## src/rtl/pipe_ctrl_pkg.sv

```systemverilog
// Shared constants, FSM encoding and ID-slot payload for the decode-stage controller.
package pipe_ctrl_pkg;

  localparam int unsigned XLEN        = 32;
  localparam int unsigned REG_AW      = 5;
  localparam int unsigned NREGS       = 32;
  localparam int unsigned FLUSH_CNT_W = 4;

  localparam logic [6:0]        INST_TYPE_L   = 7'b0000011;
  localparam logic [6:0]        INST_TYPE_R_M = 7'b0110011;
  localparam logic [6:0]        FUNCT7_M      = 7'b0000001;
  localparam logic [XLEN-1:0]   INST_NOP      = 32'h00000013;
  localparam logic [REG_AW-1:0] X0            = 5'd0;

  typedef enum logic [1:0] {
    PC_RUN   = 2'd0,
    PC_STALL = 2'd1,
    PC_FLUSH = 2'd2
  } pc_state_e;

  typedef struct packed {
    logic [XLEN-1:0] ins;
    logic [XLEN-1:0] addr;
  } id_slot_t;

  // Loads and div/rem (funct3[2] set within the M extension) complete out of order.
  function automatic logic is_long_latency(input logic [6:0] opcode,
                                           input logic [6:0] funct7,
                                           input logic       funct3_msb);
    return (opcode == INST_TYPE_L) ||
           ((opcode == INST_TYPE_R_M) && (funct7 == FUNCT7_M) && funct3_msb);
  endfunction

endpackage

```

## src/rtl/pipe_ctrl_scoreboard.sv

```systemverilog
// Pending-destination tracker: one busy bit per architectural register, x0 pinned clear.
module pipe_ctrl_scoreboard
  import pipe_ctrl_pkg::*;
(
  input  logic              clk,
  input  logic              rst,
  input  logic              set_en,
  input  logic [REG_AW-1:0] set_idx,
  input  logic              clr_en,
  input  logic [REG_AW-1:0] clr_idx,
  input  logic [REG_AW-1:0] rd1_idx,
  input  logic [REG_AW-1:0] rd2_idx,
  output logic              rd1_busy,
  output logic              rd2_busy,
  output logic [NREGS-1:0]  busy
);

  logic [NREGS-1:0] busy_q;
  logic [NREGS-1:0] busy_d;

  // Clear applied before set so a same-register collision leaves the bit set.
  always_comb begin
    busy_d = busy_q;
    if (clr_en) busy_d[clr_idx] = 1'b0;
    if (set_en) busy_d[set_idx] = 1'b1;
    busy_d[X0] = 1'b0;
  end

  always_ff @(posedge clk or posedge rst) begin
    if (rst) busy_q <= '0;
    else     busy_q <= busy_d;
  end

  assign rd1_busy = (rd1_idx != X0) & busy_q[rd1_idx];
  assign rd2_busy = (rd2_idx != X0) & busy_q[rd2_idx];
  assign busy     = busy_q;

endmodule

```

## src/rtl/pipe_ctrl.sv

```systemverilog
// IF/ID pipeline register and decode sequencing: RAW hazard stalls against the
// long-latency scoreboard and fetch discard after a redirect.
module pipe_ctrl
  import pipe_ctrl_pkg::*;
#(
  parameter int unsigned FLUSH_CYCLES = 1,
  parameter int unsigned STALL_CNT_W  = 32
) (
  input  logic                   clk,
  input  logic                   rst,
  input  logic                   if_valid_i,
  output logic                   if_ready_o,
  input  logic [XLEN-1:0]        ins_i,
  input  logic [XLEN-1:0]        ins_addr_i,
  output logic                   id_valid_o,
  output logic [XLEN-1:0]        id_ins_o,
  output logic [XLEN-1:0]        id_ins_addr_o,
  input  logic [REG_AW-1:0]      rs1_addr_i,
  input  logic [REG_AW-1:0]      rs2_addr_i,
  input  logic                   ex_ready_i,
  output logic                   issue_o,
  input  logic                   wb_valid_i,
  input  logic [REG_AW-1:0]      wb_rd_i,
  input  logic                   jump_i,
  output logic [NREGS-1:0]       busy_o,
  output logic [1:0]             state_o,
  output logic [STALL_CNT_W-1:0] stall_cnt_o
);

  localparam logic [FLUSH_CNT_W-1:0] FLUSH_LOAD = FLUSH_CNT_W'(FLUSH_CYCLES - 1);
  localparam logic [STALL_CNT_W-1:0] STALL_MAX  = {STALL_CNT_W{1'b1}};

  pc_state_e               state_q;
  pc_state_e               state_d;
  logic [FLUSH_CNT_W-1:0]  flush_cnt_q;
  logic [FLUSH_CNT_W-1:0]  flush_cnt_d;
  id_slot_t                slot_q;
  logic                    id_valid_q;
  logic [STALL_CNT_W-1:0]  stall_cnt_q;

  logic                    rs1_busy_c;
  logic                    rs2_busy_c;
  logic                    hazard_c;
  logic                    issue_c;
  logic                    if_ready_c;
  logic                    load_c;
  logic                    long_c;
  logic                    sb_set_c;
  logic [REG_AW-1:0]       rd_c;

  assign rd_c   = slot_q.ins[11:7];
  assign long_c = is_long_latency(slot_q.ins[6:0], slot_q.ins[31:25], slot_q.ins[14]);

  // Handshake and hazard decode; busy is the registered view, so a same-cycle wb cannot bypass.
  always_comb begin
    hazard_c   = id_valid_q & (rs1_busy_c | rs2_busy_c);
    issue_c    = id_valid_q & ex_ready_i & ~hazard_c & ~jump_i;
    if_ready_c = (state_q == PC_FLUSH) | jump_i | ~id_valid_q | issue_c;
    load_c     = if_valid_i & if_ready_c & ~jump_i & (state_q != PC_FLUSH);
    sb_set_c   = issue_c & long_c & (rd_c != X0);
  end

  pipe_ctrl_scoreboard u_scoreboard (
    .clk      (clk),
    .rst      (rst),
    .set_en   (sb_set_c),
    .set_idx  (rd_c),
    .clr_en   (wb_valid_i),
    .clr_idx  (wb_rd_i),
    .rd1_idx  (rs1_addr_i),
    .rd2_idx  (rs2_addr_i),
    .rd1_busy (rs1_busy_c),
    .rd2_busy (rs2_busy_c),
    .busy     (busy_o)
  );

  // IF/ID register; contents are kept when the slot empties so decode sees stable bits.
  always_ff @(posedge clk or posedge rst) begin
    if (rst) begin
      id_valid_q <= 1'b0;
      slot_q     <= '{ins: INST_NOP, addr: '0};
    end else if (jump_i) begin
      id_valid_q <= 1'b0;
    end else if (load_c) begin
      id_valid_q <= 1'b1;
      slot_q     <= '{ins: ins_i, addr: ins_addr_i};
    end else if (issue_c) begin
      id_valid_q <= 1'b0;
    end
  end

  always_ff @(posedge clk or posedge rst) begin
    if (rst) begin
      state_q     <= PC_RUN;
      flush_cnt_q <= '0;
    end else begin
      state_q     <= state_d;
      flush_cnt_q <= flush_cnt_d;
    end
  end

  // Redirect dominates; the flush exit cycle (count already zero) still discards fetch.
  always_comb begin
    state_d     = state_q;
    flush_cnt_d = flush_cnt_q;
    if (jump_i) begin
      state_d     = PC_FLUSH;
      flush_cnt_d = FLUSH_LOAD;
    end else begin
      case (state_q)
        PC_RUN:   if (id_valid_q && !issue_c) state_d = PC_STALL;
        PC_STALL: if (issue_c) state_d = PC_RUN;
        PC_FLUSH: begin
          if (flush_cnt_q == '0) state_d = PC_RUN;
          else                   flush_cnt_d = flush_cnt_q - FLUSH_CNT_W'(1);
        end
        default:  state_d = PC_RUN;
      endcase
    end
  end

  // Only scoreboard hazards are counted; back-pressure from execute is not.
  always_ff @(posedge clk or posedge rst) begin
    if (rst) begin
      stall_cnt_q <= '0;
    end else if (hazard_c && (stall_cnt_q != STALL_MAX)) begin
      stall_cnt_q <= stall_cnt_q + STALL_CNT_W'(1);
    end
  end

  assign if_ready_o    = if_ready_c;
  assign issue_o       = issue_c;
  assign id_valid_o    = id_valid_q;
  assign id_ins_o      = slot_q.ins;
  assign id_ins_addr_o = slot_q.addr;
  assign state_o       = state_q;
  assign stall_cnt_o   = stall_cnt_q;

endmodule
```

## config.mk

```make
export PLATFORM = sky130hd
export DESIGN_NAME = pipe_ctrl
export DESIGN_NICKNAME = d
export VERILOG_FILES = /design/src/rtl/pipe_ctrl_pkg.sv /design/src/rtl/pipe_ctrl_scoreboard.sv /design/src/rtl/pipe_ctrl.sv
export SDC_FILE = /design/constraint.sdc
export NUM_CORES = 1
export LEC_CHECK = 0
export BUFFER_PORTS_ARGS = -buffer_cell sky130_fd_sc_hd__buf_4
export CAP_MARGIN = 25
export CORE_MARGIN = 2
export CORE_UTILIZATION = 52
export DETAILED_ROUTE_END_ITERATION = 10
export GPL_ROUTABILITY_DRIVEN = 0
export PLACE_DENSITY = 0.91
export SLEW_MARGIN = 20
export SYNTH_ARGS = -nofsm -noshare
export SYNTH_HDL_FRONTEND = slang
export SYNTH_SLANG_ARGS = --single-unit
```

## constraint.sdc

```tcl
create_clock -name clk -period 8.5 [get_ports clk]
set_input_delay 1.7 -clock clk [delete_from_list [all_inputs] [get_ports clk]]
set_output_delay 1.7 -clock clk [all_outputs]
set_load 0.01 [all_outputs]
```

==> flow_summary.toml, run 1 <==
[worst_setup_path]
critPathCaptureType = "output port"
required_ns = 6.80
crit_type = "in -> out"
crit_cells = 9
critPathMaxFanout = 15
cp.arrival_ns = 3.78
rr_worst_depth = 9
cp_slowest_cell = "or4_1"
crit_path_max_incr_delay_ns = 0.47
path_delay_family = "simple AND/OR/NAND/NOR gates"
critPathBufInv = 2
path_common_cell = "buf_4"
worstSetupStartpointType = "primary input"
path_cells = "buf_4 -> mux4_2 -> nor2b_1 -> or4_1 -> nand4_1 -> nand3b_4 -> nor2_2 -> or3_1 -> buf_4"

[power]
power_frac_clock = 0.310
p_int_mw = 1.739
p_seq_frac = 0.390
leakage_nw = 4.099
cellPowerDensity_nw_per_um2 = 293.1
p_sw_mw = 0.7706
ir_worst_vdd_v = 0.0002639
switching_share = 0.3071
pwr-share-comb = 0.300

[grt]
grtUsageMet2 = 0.4886
grt_busiest_layer = "met2"
grt_max_degree = 72
grt_pass1_wl_mm = 28.43
grt_pass1_vias = 5593
gr-usage-met3 = 0.1153
grt_usage = 0.2864
antenna_found_initial = 0
grt_overflow = 0
globalRouteMet1Util = 0.3196

[sta]
finalClockSkew_ns = 0.006647
tns_ns = 0
hold_viol = 0
setup_violations = 0
finalWorstSetupSlack_ns = 3.016
rsz0062_at_grt = "no"
post-route-period-util = 0.6452
tightestPinTransition_ns = 0.9172
relSlewSlack = 0.3885
fmax_mhz = 182.4
holdWs_ns = 0.4897
drv_slew = 0
finalCriticalPeriod_ns = 5.484

[layout]
final_nets = 833
n_fill_cell = 775
diodes = 0
register_area_um2 = 3357
drive_above_1_share = 0.4406
area_growth_pct = 37.41
multi_input_area_um2 = 2710

[clock_tree]
cts_resized = 0
ctsHoldBuffers = 0
cts_made_buffers = 17
root_buffer = "clkbuf_16"
clockBufferDepth = 2
cts_tree = "yes"
cts_htree_levels = 4
clkSlewWorstSetupHoldPaths_ns = 0.06
post_cts_buffers = 0
numClockSinks = 134
clk_latency_ns = 0.42

[floorplanning]
core_area_um2 = 11560
die-area_um2 = 12870
row_count = 39
start_util = 0.5388
die_h_um = 113.5
io_pins = 218
die_w_um = 113.5

[min_path]
hold_path_depth = 1
hold_class = "reg -> reg"

[synthesis]
syn_avg_cell_area_um2 = 11.89
syn_inst = 524
synth-edff-count = 0
synthesis.nets = 612
yosysSeqAreaShare = 0.5388
synth_most_common_cell = "dfrtp_1"
ys_seq_elements = 134
yosysTopAreaCell = "dfrtp_1"
synth_top_area_frac = 0.5261
synth_top_family_by_area = "multiplexers"
synth_area_um2 = 6231
synth-adder-area-share = 0.006024
synth_xor_area_frac = 0.04639
synth_area_leaders = "dfrtp_1 53%, mux2_2 12%, mux2i_1 3.9%"
synthSimpleGateAreaFrac = 0.1311
synthMuxAreaShare = 0.1669
ys_async_sr_fraction = 1.000
synth_common_cells = "131 x dfrtp_1, 65 x mux2_2, 38 x o21ai_0"
yosysUniqueCellTypes = 53
synth_compound_gate_area_share = 0.08394
ys_warn_count = 0
synth-main-ff-cell = "dfrtp_1"

[detailed_routing]
avgRoutedWirePerCell_um = 20.12
drtIter0Drc = 471
vias_per_cell = 5.837
drc = 0
drt-total-wl_mm = 18.13
num_vias = 5259
ant_nets = 0
drtPass1Iterations = 6

[place]
post-place-ws_ns = 3.077
dp_hpwl_mm = 12.85
numPortBuffers = 216

[job]
cap_violations = 0

[run_status]
status = "complete, no violations"
power groups by stage:
stage / registers, mW / clock network, mW / logic (mW)
final: 0.979 / 0.778 / 0.753
after global routing: 1.00 / 0.814 / 0.810
after CTS: 0.975 / 0.784 / 0.762
after detailed placement: 0.977 / 0 / 0.748
after global placement: 0.963 / 0 / 0.716
after floorplan: 1.02 / 0 / 0.303
per-stage QoR:
| stage | area, um^2 | utilization | std cells | power, mW |
|---|---|---|---|---|
| 2_1_floorplan | 6231 | - | 524 | 1.322 |
| 3_3_place_gp | 7930 | 0.6857 | 869 | 1.679 |
| 3_5_place_dp | 7930 | 0.6857 | 869 | 1.725 |
| 4_1_cts | 8562 | 0.7403 | 901 | 2.522 |
| 5_1_grt | 8562 | 0.7403 | 901 | 2.623 |
| 6_report | 8562 | 0.7403 | 901 | 2.510 |
cell type report:
class                      instances  share of cell area
sequential                       134              0.3921
multi-input combinational        362              0.3165
timing repair buffer             218              0.1911
clock buffer                      19             0.05290
clock inverter                    13             0.02090
tap                              143             0.02090
inverter                          12            0.005553
cell families (layout without fill, tap and decap cells):
kind of cell,count (synthesis),in the layout
simple gates,145,145
fa+ha+maj,3,3
other cells,1,1
xor+xnor,33,33
compound gates,87,87
mux,93,93
buf+inv,28,262
flops,134,134
sequential cells by signal (all words and copies together) (netlist names):
register / cells
stall_cnt_o: 32
flush_cnt_q: 4
id_ins_o: 32
state_o: 2
u_scoreboard.busy: 31
id_valid_o: 1
id_ins_addr_o: 32
metal layers:
metal	vias to the layer above	wire length, um
li1	2336	-
met1	2564	6490
met2	306	9178
met3	53	1892
met4	0	567
met5	-	0
layout by cell type (no fill, tap or decap), drive strengths merged, types with 3 or more instances in the layout:
cell,netlist,routed
nand3,20,20
mux2,67,67
and3,4,4
xor2,13,13
ha,3,3
nand2b,4,4
mux2i,24,24
a311oi,3,3
nand2,25,25
nor4,3,3
bufinv,0,4
dfrtp,131,131
nor2b,10,10
dfstp,3,3
a31oi,3,3
nor3,8,8
and2,3,3
clkinv,0,5
or3b,4,4
o21ai,63,63
nand3b,11,11
clkinvlp,0,4
a22oi,6,6
nand4,17,17
a21oi,4,4
nor2,25,25
xnor2,20,20
buf,13,218
inv,12,12
or3,3,3
clkbuf,3,19
final timing paths:
kind | from | endpoint | slack (ns)
setup / recovery | rs1_addr_i[0] | if_ready_o | 3.02
min in group asynchronous | rst | id_ins_addr_o[20]$_DFFE_PP0P_ | 1.42
max in group asynchronous | rst | u_scoreboard.busy[28]$_DFF_PP0_ | 5.66
hold reg to reg | state_o[1]$_DFFE_PP0P_ | state_o[0]$_DFFE_PP0P_ | 0.49
hold / removal | state_o[1]$_DFFE_PP0P_ | state_o[0]$_DFFE_PP0P_ | 0.49
setup reg to reg | u_scoreboard.busy[5]$_DFF_PP0_ | id_ins_o[24]$_DFFE_PP0P_ | 5.40
Note: power is estimated with default switching activity, not from simulation.
==> run 2, diff against run 1 <==
CORE_UTILIZATION = 45   (was 52)
PLACE_DENSITY = 0.84   (was 0.91)
clock period = 4.5 ns   (was 8.5 ns; I/O delays follow)
==> run 2 against run 1 <==
Net effect: sequential power up 87%; global-route usage down 5.5 points; combinational power up 85%; clock power up 74%; largest power group unchanged.
==> flow_summary.toml, run 2 (synthesized netlist as in run 1, its figures left out) <==
[run_status]
status = "complete, no violations"

[layout]
layout_commonest_cell = "buf_4"
drive_above_1_share = 0.4393
final_nets = 833
stdcell_count = 934
area_growth_pct = 37.83
final_cell_mix = "216 x buf_4, 131 x dfrtp_1, 65 x mux2_2, 38 x o21ai_0, 25 x nand2_1"
final_core_util = 0.6409
stdcell_area_um2 = 8588
diodes = 0

[sta]
post-route-period-util = 0.8574
rsz0062_at_grt = "no"
setup_violations = 0
tns_ns = 0
tightestPinTransition_ns = 0.7699
holdWs_ns = 0.5009
relSlewSlack = 0.4867
finalClockSkew_ns = 0.009140
finalWorstSetupSlack_ns = 0.6417
finalCriticalPeriod_ns = 3.858
drv_slew = 0
hold_viol = 0
fmax_mhz = 259.2

[min_path]
hold_class = "reg -> reg"

[clock_tree]
cts_tree = "yes"
clockBufferDepth = 2
clk_latency_ns = 0.41
numClockSinks = 134
clkSlewWorstSetupHoldPaths_ns = 0.05
post_cts_buffers = 0
cts_htree_levels = 4
ctsHoldBuffers = 0
cts_resized = 0
root_buffer = "clkbuf_16"
cts_made_buffers = 17

[job]
cap_violations = 0

[worst_setup_path]
critPathMaxFanout = 15
cp-endpoint = "if_ready_o"
critPathCaptureType = "output port"
cp.arrival_ns = 2.96
timing.rr.start = "u_scoreboard.busy[3]$_DFF_PP0_"
required_ns = 3.60
worstSetupStartpointType = "primary input"
rr_worst_depth = 8
regToRegEndpoint = "u_scoreboard.busy[8]$_DFF_PP0_"
crit_type = "in -> out"
crit_start = "rs1_addr_i[0]"
r2r_setup_slack_ns = 1.64

[grt]
grt_overflow = 0
gr-usage-met3 = 0.09785
globalRouteMet1Util = 0.2705
grt_pass1_wl_mm = 26.77
antenna_found_initial = 0
grt_max_degree = 74
grt_busiest_layer = "met2"
grt_usage = 0.2315
grt_pass1_vias = 5375
grtUsageMet2 = 0.3859

[place]
numPortBuffers = 216
place_inst = 902
dpl_cell_area_um2 = 7996
post-place-ws_ns = 0.6644
dp_hpwl_mm = 12.52

[power]
cellPowerDensity_nw_per_um2 = 532.0
ir_worst_vdd_v = 0.0004460
finalPower_mw = 4.569
leakage_nw = 4.105

[detailed_routing]
num_vias = 5154
drtIter0Drc = 486
drc = 0
drt-total-wl_mm = 16.96
avgRoutedWirePerCell_um = 18.15
vias_per_cell = 5.518
drtPass1Iterations = 5
ant_nets = 0

[floorplanning]
die_w_um = 121.7
start_util = 0.4650
io_pins = 218
row_count = 42
die-area_um2 = 14800
core_area_um2 = 13400
die_h_um = 121.7
## run 2: worst min path at each step
stage,slack (ns),cells past startpoint,endpoint,start
6_report,0.50,1,stall_cnt_o[19]$_DFFE_PP0P_,stall_cnt_o[19]$_DFFE_PP0P_
3_5_place_dp,0.48,1,stall_cnt_o[19]$_DFFE_PP0P_,stall_cnt_o[19]$_DFFE_PP0P_
5_1_grt,0.52,1,stall_cnt_o[19]$_DFFE_PP0P_,stall_cnt_o[19]$_DFFE_PP0P_
2_1_floorplan,0.50,1,state_o[0]$_DFFE_PP0P_,state_o[1]$_DFFE_PP0P_
4_1_cts,0.50,1,stall_cnt_o[19]$_DFFE_PP0P_,stall_cnt_o[19]$_DFFE_PP0P_
3_3_place_gp,0.48,1,stall_cnt_o[29]$_DFFE_PP0P_,stall_cnt_o[29]$_DFFE_PP0P_
## run 2: critical path: stages
cell	delay (ns)
buf_4	0.19
mux4_2	0.34
nor2b_1	0.04
or4_1	0.48
nand4_1	0.12
nand3b_4	0.25
nor2_2	0.10
or3_1	0.36
buf_4	0.16
## run 2: final cells by class
class,instances,area [um^2]
clock buffer,25,525.5
sequential,134,3357
fill,1031,4812
timing repair buffer,218,1662
multi-input combinational,362,2710
inverter,12,47.55
tap,176,220.2
clock inverter,7,66.31
## run 2: power by group
group | leakage [nW] | switching [mW] | internal, mW
Clock | 0.295 | 0.491 | 0.860
Sequential | 1.72 | 0.280 | 1.55
Combinational | 2.09 | 0.601 | 0.789
## run 2: metal layers
layer,part of all wire,vias up,routed length [um]
met3,0.10,29,1769
met4,0.018,0,303
met1,0.39,2519,6555
met2,0.49,262,8327
met5,0,-,0
li1,-,2344,-
